<file path="src/rtl/mem_stage_memwb.sv">
// ---------------------------------------------------------------------------
// mem_stage_memwb
//   MEM pipeline stage plus the MEM/WB pipeline register.
//   - Runs loads/stores over a req/ack handshake with a variable-latency data
//     memory. While an access is outstanding, O_Stall freezes the upstream
//     stages (PC, IF/ID, ID/EX, EX/MEM).
//   - Registers write-back control, ALU result, load data and destination
//     register for the WB stage. A bubble (O_WB=0) is inserted every stalled
//     cycle.
//   - Resolves branch taken/target combinationally for IF.
//
// Optional feature (macro MEM_TIMEOUT_EN):
//   Bounds the wait for mem_ack to TIMEOUT_CYCLES BUSY cycles. On expiry the
//   access is abandoned, a bubble is written back and O_Err is set sticky.
//   Without the macro BUSY waits forever and O_Err is tied to 0.
//
// Ports:
//   clk, rst             clock (rising edge), asynchronous active-high reset
//   I_WB[1:0]            write-back control ([0]=RegWrite, [1]=MemtoReg)
//   I_M_Branch           branch instruction flag
//   I_M_MemRead/Write    load / store request
//   I_ADD_Res[31:0]      branch target address
//   I_ZF                 ALU zero flag
//   I_ALU_Res[31:0]      ALU result, also memory address
//   I_DatWri_Mem[31:0]   store data
//   I_Addr_Reg_Wri[4:0]  destination register
//   mem_rdata, mem_ack   memory read data / completion strobe
//   mem_req, mem_we      access request (held until ack) / write enable
//   mem_addr, mem_wdata  access address / store data
//   O_Stall              upstream freeze
//   O_PCSrc              branch taken
//   O_Branch_Target      branch target (= I_ADD_Res)
//   O_WB, O_MemData,
//   O_ALU_Res,
//   O_Addr_Reg_Wri       MEM/WB register outputs
//   O_Err                sticky access-timeout flag
// ---------------------------------------------------------------------------
module mem_stage_memwb #(
  parameter int unsigned TIMEOUT_CYCLES = 16
) (
  input  logic        clk,
  input  logic        rst,
  input  logic [1:0]  I_WB,
  input  logic        I_M_Branch,
  input  logic        I_M_MemRead,
  input  logic        I_M_MemWrite,
  input  logic [31:0] I_ADD_Res,
  input  logic        I_ZF,
  input  logic [31:0] I_ALU_Res,
  input  logic [31:0] I_DatWri_Mem,
  input  logic [4:0]  I_Addr_Reg_Wri,
  input  logic [31:0] mem_rdata,
  input  logic        mem_ack,
  output logic        mem_req,
  output logic        mem_we,
  output logic [31:0] mem_addr,
  output logic [31:0] mem_wdata,
  output logic        O_Stall,
  output logic        O_PCSrc,
  output logic [31:0] O_Branch_Target,
  output logic [1:0]  O_WB,
  output logic [31:0] O_MemData,
  output logic [31:0] O_ALU_Res,
  output logic [4:0]  O_Addr_Reg_Wri,
  output logic        O_Err
);

  typedef enum logic {IDLE, BUSY} state_t;

  if (TIMEOUT_CYCLES < 1 || TIMEOUT_CYCLES > 255) begin : g_bad_timeout
    $error("TIMEOUT_CYCLES must be in 1..255");
  end

  state_t      state_q;
  logic        mem_req_q;
  logic        mem_we_q;
  logic [31:0] mem_addr_q;
  logic [31:0] mem_wdata_q;
  logic [1:0]  wb_q;
  logic [31:0] mem_data_q;
  logic [31:0] alu_res_q;
  logic [4:0]  rd_q;

  logic        acc;
  logic        busy;
  logic        timeout;

  assign acc  = I_M_MemRead | I_M_MemWrite;
  assign busy = (state_q == BUSY);

`ifdef MEM_TIMEOUT_EN
  logic [7:0] cnt_q;
  logic       err_q;

  // cnt_q holds the number of ack-less BUSY cycles already elapsed, so the
  // TIMEOUT_CYCLES-th BUSY cycle is the one where cnt_q == TIMEOUT_CYCLES-1.
  // An ack in that same cycle takes priority (timeout is masked by ~mem_ack).
  assign timeout = busy & ~mem_ack & (cnt_q == 8'(TIMEOUT_CYCLES - 1));

  always_ff @(posedge clk or posedge rst) begin
    if (rst) begin
      cnt_q <= '0;
      err_q <= 1'b0;
    end else begin
      // Held at zero in IDLE, so every BUSY episode starts from zero.
      if (!busy)         cnt_q <= '0;
      else if (!mem_ack) cnt_q <= cnt_q + 8'd1;
      if (timeout)       err_q <= 1'b1;
    end
  end

  assign O_Err = err_q;
`else
  assign timeout = 1'b0;
  assign O_Err   = 1'b0;
`endif

  // Combinational stall: IDLE launching an access, or BUSY still waiting.
  assign O_Stall         = (~busy & acc) | (busy & ~mem_ack & ~timeout);
  assign O_PCSrc         = I_M_Branch & I_ZF & ~O_Stall;
  assign O_Branch_Target = I_ADD_Res;

  // NOTE: sequential state uses non-blocking assignments only, so every
  // register samples pre-edge values regardless of statement order.
  always_ff @(posedge clk or posedge rst) begin
    if (rst) begin
      state_q     <= IDLE;
      mem_req_q   <= 1'b0;
      mem_we_q    <= 1'b0;
      mem_addr_q  <= '0;
      mem_wdata_q <= '0;
      wb_q        <= '0;
      mem_data_q  <= '0;
      alu_res_q   <= '0;
      rd_q        <= '0;
    end else if (!busy) begin
      if (acc) begin
        state_q     <= BUSY;
        mem_req_q   <= 1'b1;
        mem_we_q    <= I_M_MemWrite;   // write wins when both are set
        mem_addr_q  <= I_ALU_Res;
        mem_wdata_q <= I_DatWri_Mem;
        wb_q        <= '0;             // bubble; other fields keep values
      end else begin
        // mem_ack in IDLE is deliberately ignored.
        wb_q       <= I_WB;
        alu_res_q  <= I_ALU_Res;
        rd_q       <= I_Addr_Reg_Wri;
        mem_data_q <= '0;
      end
    end else begin
      if (mem_ack) begin
        state_q    <= IDLE;
        mem_req_q  <= 1'b0;
        wb_q       <= I_WB;
        alu_res_q  <= I_ALU_Res;
        rd_q       <= I_Addr_Reg_Wri;
        mem_data_q <= mem_we_q ? 32'd0 : mem_rdata;
      end else if (timeout) begin
        state_q   <= IDLE;
        mem_req_q <= 1'b0;
        wb_q      <= '0;
      end else begin
        wb_q <= '0;
      end
    end
  end

  assign mem_req        = mem_req_q;
  assign mem_we         = mem_we_q;
  assign mem_addr       = mem_addr_q;
  assign mem_wdata      = mem_wdata_q;
  assign O_WB           = wb_q;
  assign O_MemData      = mem_data_q;
  assign O_ALU_Res      = alu_res_q;
  assign O_Addr_Reg_Wri = rd_q;

endmodule

</file>
<file path="config.mk">
export PLATFORM = sky130hd
export DESIGN_NAME = mem_stage_memwb
export DESIGN_NICKNAME = d
export VERILOG_FILES = /design/src/rtl/mem_stage_memwb.sv
export SDC_FILE = /design/constraint.sdc
export NUM_CORES = 1
export LEC_CHECK = 0
export ABC_AREA = 1
export CORE_MARGIN = 2
export CORE_UTILIZATION = 39
export DETAILED_ROUTE_END_ITERATION = 10
export HOLD_SLACK_MARGIN = 0.12
export PLACE_DENSITY = 0.86
export REMOVE_ABC_BUFFERS = 1
export SYNTH_ARGS = -nofsm -noshare
export SYNTH_HDL_FRONTEND = slang
export SYNTH_SLANG_ARGS = --single-unit
</file>
<file path="constraint.sdc">
create_clock -name clk -period 6.79 [get_ports clk]
set_input_delay 2.037 -clock clk [delete_from_list [all_inputs] [get_ports clk]]
set_output_delay 2.037 -clock clk [all_outputs]
set_load 0.02 [all_outputs]
</file>
# Word-level counts from Yosys, hierarchy flattened
# Index checks and enable logic that the tools add are counted.
[word_totals]
in_bits = 142
reg_bits = 138
out_inout_bits = 172
[classes]
n_bitwise = 9
n_mux = 19
n_reduce_logical = 4
n_eq_ne = 2
[op_table]
columns = ["op", "count"]
rows = [
  ["$mux 32", 7],
  ["$mux 5", 3],
  ["$mux 1", 6],
  ["$mux 2", 3],
  ["$reduce_and 2->1", 3],
  ["$and 1x1->1", 4],
  ["$ne 2x2->1 const B", 2],
  ["$not 1->1", 3],
  ["$or 1x1->1", 2],
  ["$reduce_bool 2->1", 1],
]

# Longest topological paths before layout
# Gate-level depths: netlist (run 1).
[logic_depth]
word_depth = 5
ltp_mapped = 6
mapped_depth_nobuf = 5

# Least setup slack after synthesis (run 1)
# No wires, ideal clock.
[synth_timing]
kind = "input port to output port"
start = "in I_M_MemWrite"
end = "out O_PCSrc"
n_path_buf = 1
setup_slack_ns = 1.778
cell_stages = 4
t_arrival_ns = 2.975
path_cell_list = "o21ai_2 > buf_4 > nand2_1 > nor2_1"
[synth_via]
elab_chain_len = 5
[synth_rtl]
columns = ["element", "line", "text"]
rows = [
  ["from (decl)", "46", "input logic I_M_MemWrite,"],
  ["$or 1x1->1", "88", "assign acc = I_M_MemRead | I_M_MemWrite;"],
  ["$and 1x1->1", "119", "assign O_Stall = (~busy & acc) | (busy & ~mem_ack & ~timeout);"],
  ["$or 1x1->1", "119", ""],
  ["named net O_Stall", "58", "output logic O_Stall,"],
  ["$not 1->1", "120", "assign O_PCSrc = I_M_Branch & I_ZF & ~O_Stall;"],
  ["$and 1x1->1", "120", ""],
  ["to (decl)", "59", "output logic O_PCSrc,"],
]
# The timed path passes the listed nets, and every way through them passes these cells.

# Worst setup path in the final report (run 1)
[layout_timing]
start = "in I_M_MemWrite"
end = "out O_PCSrc"
[layout_via]
elab_chain_len = 5
[layout_rtl]
columns = ["element", "line"]
rows = [
  ["$or 1x1->1", "88"],
  ["$and 1x1->1", "119"],
  ["$or 1x1->1", "119"],
  ["$not 1->1", "120"],
  ["$and 1x1->1", "120"],
]
# No other way between the ends.

==> results of run 1 <==
cell usage after synthesis:
library cell / instances / area [sq um]
nand2_1: 302 / 1134
dfrtp_1: 138 / 3453
nand3_1: 107 / 535.5
buf_4: 41 / 307.8
buf_2: 17 / 85.08
clkbuf_1: 10 / 37.54
inv_1: 5 / 18.77
nor2_1: 4 / 15.01
buf_1: 3 / 11.26
conb_1: 1 / 3.750
inv_2: 1 / 3.750
nor2_2: 1 / 6.260
o21ai_2: 1 / 8.760
cell families after synthesis:
logic type / count (synthesis)
DFF: 138
AOI/OAI and AO/OA: 1
and+or+nand+nor: 414
other: 1
buffers and inverters: 77
power groups by stage:
stage	combinational (mW)	sequential [mW]	clock [mW]
after floorplan	0.345	1.58	0
after global placement	1.42	1.24	0
after detailed placement	1.44	1.25	0
after CTS	1.45	1.25	0.915
after global routing	1.54	1.28	0.951
final	1.43	1.25	0.895
through the flow:
step	std cells	power, mW	hold WS [ns]
after floorplan	560	1.927	0.5393
after global placement	994	2.660	0.4602
after detailed placement	994	2.694	0.4635
after CTS	1026	3.607	0.4797
after global routing	1026	3.767	0.4926
final	1026	3.571	0.4760
final cells by class:
class	count	area, sq um	share of cell area
Sequential cell	138	3453	0.4049
Timing Repair Buffer	254	2527	0.2963
Multi-Input combinational cell	416	1715	0.2011
Clock buffer	20	456.7	0.05354
Tap cell	180	225.2	0.02640
Clock inverter	12	123.9	0.01452
Inverter	6	27.53	0.003227
metal layers:
layer / vias up / share of wire
li1: 2358 / -
met1: 2396 / 0.41
met2: 235 / 0.45
met3: 24 / 0.12
met4: 2 / 0.015
met5: - / 0.0047
registers in the layout, indices dropped and copies added, names as in the netlist:
| signal | flops |
|---|---|
| O_WB | 2 |
| O_ALU_Res | 32 |
| O_Addr_Reg_Wri | 5 |
| busy | 1 |
| mem_addr | 32 |
| O_MemData | 32 |
| mem_wdata | 32 |
| mem_req | 1 |
| mem_we | 1 |
worst max path at each step:
stage	startpoint	to	slack (ns)	cells past startpoint
floorplan	I_M_MemWrite	O_PCSrc	-0.46	3
global placement	I_M_MemWrite	O_PCSrc	1.24	5
detailed placement	I_M_MemWrite	O_PCSrc	1.20	5
CTS	I_M_MemWrite	O_PCSrc	1.19	5
global route	I_M_MemWrite	O_PCSrc	1.11	5
finish	I_M_MemWrite	O_PCSrc	1.21	5
critical path, delay by kind of cell:
family                 cells  cell delay, ns
and+or+nand+nor            2            0.24
AOI/OAI and AO/OA          1            0.18
buffers and inverters      2            1.09
==> impl_metrics.toml, run 1 <==
[run_status]
status = "completed"

[global_route]
use_met3 = 0.1053
grt_use_met1 = 0.2780
top_usage_layer = "met2"
track_usage = 0.2202
grt_overflow = 0
first_global_vias = 4848
antenna_found_initial = 0
use_met2 = 0.3248
grt_pass1_wl_mm = 25.51
grt_max_degree = 95

[drt]
first_pass_iters = 4
viasPerCell = 4.888
drt-total-wl_mm = 17.08
ant_nets = 0
dr.first_iter.drc_count = 296
wire_per_inst_um = 16.65
drc_errors = 0
routed-via-count = 5015

[synth]
synth_top_family_by_area = "simple AND/OR/NAND/NOR gates"
synth.distinct_cells = 13
synth_area_sq_um = 5620
yosysWarnings = 0
netlist_instances = 631
synthSimpleGateAreaFrac = 0.3008
ys_ff_latch = 138
synth_compound_area_frac = 0.001558
synthAdderAreaFrac = 0
synth.mux.area_fraction = 0
synth_xor_area_frac = 0
avgSynthCellArea_sq_um = 8.907
seq_area_frac_synth = 0.6144

[clocking]
htree_levels = 4
clock-sinks = 138
clk_pin_slew_worst_paths_ns = 0.05
cts_hold_buf = 0
cts_resized = 0
cts_root_buf = "clkbuf_16"
cts_inserted_buffers = 17
clk_path_buf_depth = 2
post_cts_buffers = 0
worstSkewPairLatency_ns = 0.40
cts_tree = "built"

[power]
p_sw_mw = 1.271
combPwrFrac = 0.401
pwr-share-clk = 0.251
p_int_mw = 2.300
power_frac_seq = 0.349
ir_drop_uv = 278.8
swShare = 0.3559
powerDensity_nw_per_um2 = 418.7
leakagePower_nw = 4.169

[timing]
finalSetupViolations = 0
layout_setup_ws_ns = 1.207
min_period_over_period = 0.8222
worst_pin_slew_ns = 1.250
maxSlewHeadroom = 0.1657
rsz0062_at_grt = "no"
tns_ns = 0
hold_viol = 0
fin_skew_ns = 0.006654
fmax_mhz = 179.1
fin_crit_ns = 5.583
drv_slew = 0

[die]
core_area_sq_um = 13990
die_x_um = 124.0
die-area_sq_um = 15390
initial_utilization = 0.4018
rows = 43
die_y_um = 124.0
ios = 314

[final_layout]
n_fill_cell = 1177
n_antenna_cell = 0
nets = 975
layout_common_cells = "300 x nand2_1, 248 x clkdlybuf4s50_1, 138 x dfrtp_1"
fin_util = 0.6098
layout_commonest_cell = "nand2_1"
drive_gt1_frac = 0.05083
synthToLayoutAreaGrowth_pct = 51.76
final_area_sq_um = 8529

[setup_path]
arrival_ns = 3.55
critPathSlowestCell = "clkdlybuf4s50_1"
max_stage_delay_ns = 0.60
start_kind = "primary input"
cp.required_ns = 4.75
r2r_slack_ns = 4.59
r2r.worst_path.cells = 6
rr_endpoint = "mem_wdata[2]"
r2r_start = "busy"
crit_chain = "clkdlybuf4s50_1, o21ai_4, nand2_1, nor2_1, clkdlybuf4s50_1"
path_common_cell = "clkdlybuf4s50_1"
crit_fanout = 5
cp-end-kind = "output pin"
worstSetupPathType = "in -> out"

[placement]
dpl.hpwl_mm = 11.74
port_buffers = 248
dpl_worst_slack_ns = 1.196
place.gp.congestion = 0.7286
placed_cell_area_sq_um = 7949

[hold_path]
hp-start = "mem_wdata[13]"
hold_path.class = "reg -> reg"
worstHoldEndpoint = "mem_wdata[13]"
worstHoldPathCells = 2

[flow_run]
maxCapViolations = 0
Note: power is estimated with default switching activity, not from simulation.
==> run 2, diff against run 1 <==
==> constraint.sdc (replaced) <==
create_clock -name clk -period 5.7 [get_ports clk]
set_input_delay 1.71 -clock clk [delete_from_list [all_inputs] [get_ports clk]]
set_output_delay 1.71 -clock clk [all_outputs]
set_load 0.02 [all_outputs]
==> run 2 against run 1 <==
Effect of this change:
- first-iteration DRC count grew 15%
- cell count about the same
- sequential share of layout area barely moved
- non-clock buffer count up 1
- critical path type unchanged
- largest power group unchanged
==> impl_metrics.toml, run 2 (same netlist as run 1, synthesis figures left out) <==
[die]
rows = 43
core_area_sq_um = 13990
die_x_um = 124.0
ios = 314
initial_utilization = 0.4018
die-area_sq_um = 15390
die_y_um = 124.0

[setup_path]
critical_path.top_delay_family = "buffers and inverters"
critPathSlowestCell = "clkdlybuf4s50_1"
crit_fanout = 5
path_buf_inv = 2
cp-end-kind = "output pin"
path_common_cell = "clkdlybuf4s50_1"
arrival_ns = 3.22
max_stage_delay_ns = 0.60
r2r_slack_ns = 3.55
worstSetupPathType = "in -> out"
rr_endpoint = "mem_wdata[8]"
start_kind = "primary input"
cp.required_ns = 3.99
r2r.worst_path.cells = 6
crit_chain = "clkdlybuf4s50_1, o21ai_4, nand2_1, nor2_1, clkdlybuf4s50_1"
r2r_start = "busy"

[placement]
port_buffers = 248
dpl.hpwl_mm = 11.91
dpl_worst_slack_ns = 0.7784
place.gp.congestion = 0.7328
dp.cells = 995
placed_cell_area_sq_um = 7956

[hold_path]
worstHoldEndpoint = "mem_addr[14]"
worstHoldPathCells = 2
hold_path.class = "reg -> reg"
hp-start = "mem_addr[14]"

[final_layout]
fin_util = 0.6095
n_antenna_cell = 0
drive_gt1_frac = 0.04852
stdcell_count = 1025
nets = 976
synthToLayoutAreaGrowth_pct = 51.69
final_area_sq_um = 8526
layout_common_cells = "300 x nand2_1, 248 x clkdlybuf4s50_1, 138 x dfrtp_1"
layout_commonest_cell = "nand2_1"
n_fill_cell = 1135

[timing]
fmax_mhz = 202.6
finalSetupViolations = 0
min_period_over_period = 0.8657
drv_slew = 0
maxSlewHeadroom = 0.1719
layout_setup_ws_ns = 0.7652
fin_skew_ns = 0.008644
rsz0062_at_grt = "no"
tns_ns = 0
hold_viol = 0
worst_pin_slew_ns = 1.241
fin_crit_ns = 4.935
whs_ns = 0.4765

[clocking]
htree_levels = 4
cts_resized = 0
post_cts_buffers = 0
cts_tree = "built"
cts_hold_buf = 0
cts_inserted_buffers = 17
cts_root_buf = "clkbuf_16"
worstSkewPairLatency_ns = 0.41
clk_path_buf_depth = 2
clk_pin_slew_worst_paths_ns = 0.06
clock-sinks = 138

[drt]
routed-via-count = 4989
viasPerCell = 4.867
drc_errors = 0
first_pass_iters = 7
wire_per_inst_um = 16.75
drt-total-wl_mm = 17.17
ant_nets = 0
dr.first_iter.drc_count = 339

[global_route]
grt_overflow = 0
grt_max_degree = 98
track_usage = 0.2236
use_met2 = 0.3289
grt_pass1_wl_mm = 25.93
grt_use_met1 = 0.2857
first_global_vias = 4912
top_usage_layer = "met2"
use_met3 = 0.1076
antenna_found_initial = 0

[power]
power_mw = 4.246
powerDensity_nw_per_um2 = 498.1
leakagePower_nw = 4.174
ir_drop_uv = 258.4

[flow_run]
maxCapViolations = 0

[run_status]
status = "completed"
run 2: how the worst max path moves through the flow:
stage / from / to / slack [ns] / cells after the start
5_1_grt: I_M_MemWrite / O_PCSrc / 0.71 / 5
6_report: I_M_MemWrite / O_PCSrc / 0.77 / 5
3_3_place_gp: I_M_MemWrite / O_PCSrc / 0.81 / 5
3_5_place_dp: I_M_MemWrite / O_PCSrc / 0.78 / 5
4_1_cts: I_M_MemWrite / O_PCSrc / 0.76 / 5
2_1_floorplan: I_M_MemWrite / O_PCSrc / -0.90 / 3
run 2: worst min-delay path, cell delays in order, from the launching register on:
cell     delay (ns)
dfrtp_1        0.34
nand2_1        0.05
nand2_1        0.05
run 2: layout make-up:
cell class | instances | area [sq um] | share of cell area
clock buffers | 22 | 474.2 | 0.05562
inverters | 6 | 27.53 | 0.003229
clock inverters | 8 | 95.09 | 0.01115
repair buffers | 255 | 2535 | 0.2973
well taps | 180 | 225.2 | 0.02642
multi-input cells | 416 | 1715 | 0.2012
flip-flops and latches | 138 | 3453 | 0.4050
run 2: per-layer routing:
metal,vias up,routed length [um]
li1,2360,-
met1,2347,6969
met2,256,7857
met3,24,2012
met4,2,246
met5,-,80
run 2: power breakdown:
part	leakage, nW	switching (mW)	internal (mW)
registers	1.71	0.185	1.30
clock network	0.278	0.385	0.670
logic	2.19	0.929	0.774
==> run 3, diff against run 2 <==
--- a/config.mk
+++ b/config.mk
@@ -7,10 +7,10 @@
 export LEC_CHECK = 0
 export ABC_AREA = 1
 export CORE_MARGIN = 2
-export CORE_UTILIZATION = 39
+export CORE_UTILIZATION = 35
 export DETAILED_ROUTE_END_ITERATION = 10
 export HOLD_SLACK_MARGIN = 0.12
-export PLACE_DENSITY = 0.86
+export PLACE_DENSITY = 0.82
 export REMOVE_ABC_BUFFERS = 1
 export SYNTH_ARGS = -nofsm -noshare
 export SYNTH_HDL_FRONTEND = slang
==> constraint.sdc (replaced) <==
create_clock -name clk -period 4.2 [get_ports clk]
set_input_delay 1.26 -clock clk [delete_from_list [all_inputs] [get_ports clk]]
set_output_delay 1.26 -clock clk [all_outputs]
set_load 0.02 [all_outputs]
==> run 3 against run 2 <==
Effect of this change:
- non-clock buffer count grew 4
- setup slack lost 0.59 ns
- sequential cell count is the same
- critical path type unchanged
- critical endpoint unchanged
==> impl_metrics.toml, run 3 (same netlist as run 1, synthesis figures left out) <==
[hold_path]
worstHoldPathCells = 2
hp-start = "mem_wdata[5]"
hold_path.class = "reg -> reg"

[clocking]
worstSkewPairLatency_ns = 0.41
cts_hold_buf = 0
clk_pin_slew_worst_paths_ns = 0.06
htree_levels = 4
cts_resized = 0
cts_tree = "built"
cts_inserted_buffers = 17
clk_path_buf_depth = 2
cts_root_buf = "clkbuf_16"
clock-sinks = 138
post_cts_buffers = 0

[final_layout]
final_area_sq_um = 8675
layout_common_cells = "299 x nand2_1, 248 x clkdlybuf4s50_1, 138 x dfrtp_1"
drive_gt1_frac = 0.05640
nets = 980
multiInputGateArea_sq_um = 1718
stdcell_count = 1067
synthToLayoutAreaGrowth_pct = 54.34
regArea_sq_um = 3453
layout_commonest_cell = "nand2_1"
n_antenna_cell = 0
n_fill_cell = 1434

[global_route]
grt_pass1_wl_mm = 26.09
grt_overflow = 0
antenna_found_initial = 0
grt_max_degree = 68
track_usage = 0.2026
first_global_vias = 4679

[placement]
port_buffers = 248
placed_cell_area_sq_um = 8059
dp.cells = 1035
dpl.hpwl_mm = 12.43
place.gp.congestion = 0.7556

[timing]
maxSlewHeadroom = 0.5386
hold_viol = 0
drv_slew = 0
fmax_mhz = 248.4
fin_skew_ns = 0.006233
fin_crit_ns = 4.025
min_period_over_period = 0.9584
rsz0062_at_grt = "no"
finalSetupViolations = 0
worst_pin_slew_ns = 0.6896

[setup_path]
critPathSlowestCell = "clkdlybuf4s50_1"
crit_fanout = 5
critical_path.top_delay_family = "buffers and inverters"
rr_endpoint = "mem_addr[10]"
r2r_slack_ns = 2.27
cp-end-kind = "output pin"
crit_path_end = "O_PCSrc"
max_stage_delay_ns = 0.60
start_kind = "primary input"
arrival_ns = 2.77
worstSetupPathType = "in -> out"
crit_chain = "clkdlybuf4s50_1, o21ai_4, nand2_1, nor2_1, clkdlybuf4s50_1"
path_common_cell = "clkdlybuf4s50_1"
cp.depth = 5
path_buf_inv = 2
crit_start = "I_M_MemWrite"
cp.required_ns = 2.94
r2r_start = "busy"
r2r.worst_path.cells = 6

[power]
swShare = 0.3543
combPwrFrac = 0.395
p_sw_mw = 2.090
p_int_mw = 3.810
power_frac_seq = 0.341
pwr-share-clk = 0.264
ir_drop_uv = 331.2
powerDensity_nw_per_um2 = 680.2
leakagePower_nw = 4.221

[drt]
drt-total-wl_mm = 17.72
wire_per_inst_um = 16.61
routed-via-count = 4920
drc_errors = 0
viasPerCell = 4.611
first_pass_iters = 5
ant_nets = 0
dr.first_iter.drc_count = 258

[die]
initial_utilization = 0.3564
rows = 46
die-area_sq_um = 17090
ios = 314
die_y_um = 130.7
core_area_sq_um = 15770
die_x_um = 130.7

[flow_run]
maxCapViolations = 0

[run_status]
status = "completed"
==> run 3: power by group through the flow <==
stage | Sequential [mW] | Combinational (mW) | Clock (mW)
2_1_floorplan | 2.56 | 0.558 | 0
3_3_place_gp | 2.01 | 2.31 | 0
3_5_place_dp | 2.02 | 2.35 | 0
4_1_cts | 2.01 | 2.36 | 1.59
5_1_grt | 2.06 | 2.50 | 1.64
6_report | 2.01 | 2.33 | 1.56
==> run 3: tightest hold or removal path, stage by stage, from the launching register on <==
cell	delay, ns
dfrtp_1	0.34
nand2_1	0.05
nand2_1	0.05
==> run 3: final cells by class <==
cell class / instances / area share
tap: 216 / 0.03116
inverter: 6 / 0.003173
timing repair buffer: 259 / 0.2986
multi-input combinational: 416 / 0.1980
clock buffer: 22 / 0.05467
clock inverter: 10 / 0.01630
sequential: 138 / 0.3981
==> run 3: metal layers <==
metal,share of wire,global-route usage
met1,0.40,0.2450
met2,0.46,0.2999
met3,0.11,0.1099
met4,0.017,0.07822
met5,0.0052,0.04706
==> run 3: metrics by stage <==
stage | setup slack [ns] | hold WS, ns | TNS, ns | power [mW] | util
2_1_floorplan | -1.499 | 0.5393 | -130.74 | 3.116 | -
4_1_cts | 0.1689 | 0.4807 | 0 | 5.954 | 0.5501
3_5_place_dp | 0.1858 | 0.4641 | 0 | 4.372 | 0.5110
5_1_grt | 0.09380 | 0.4966 | 0 | 6.210 | 0.5501
3_3_place_gp | 0.2009 | 0.4615 | 0 | 4.325 | 0.5110
6_report | 0.1748 | 0.4734 | 0 | 5.900 | 0.5501
==> run 3: how the worst min path moves through the flow <==
stage,end,slack (ns)
floorplan,mem_we,0.54
global placement,mem_addr[3],0.46
detailed placement,mem_addr[18],0.46
CTS,mem_wdata[14],0.48
global route,mem_addr[14],0.50
finish,mem_wdata[5],0.47
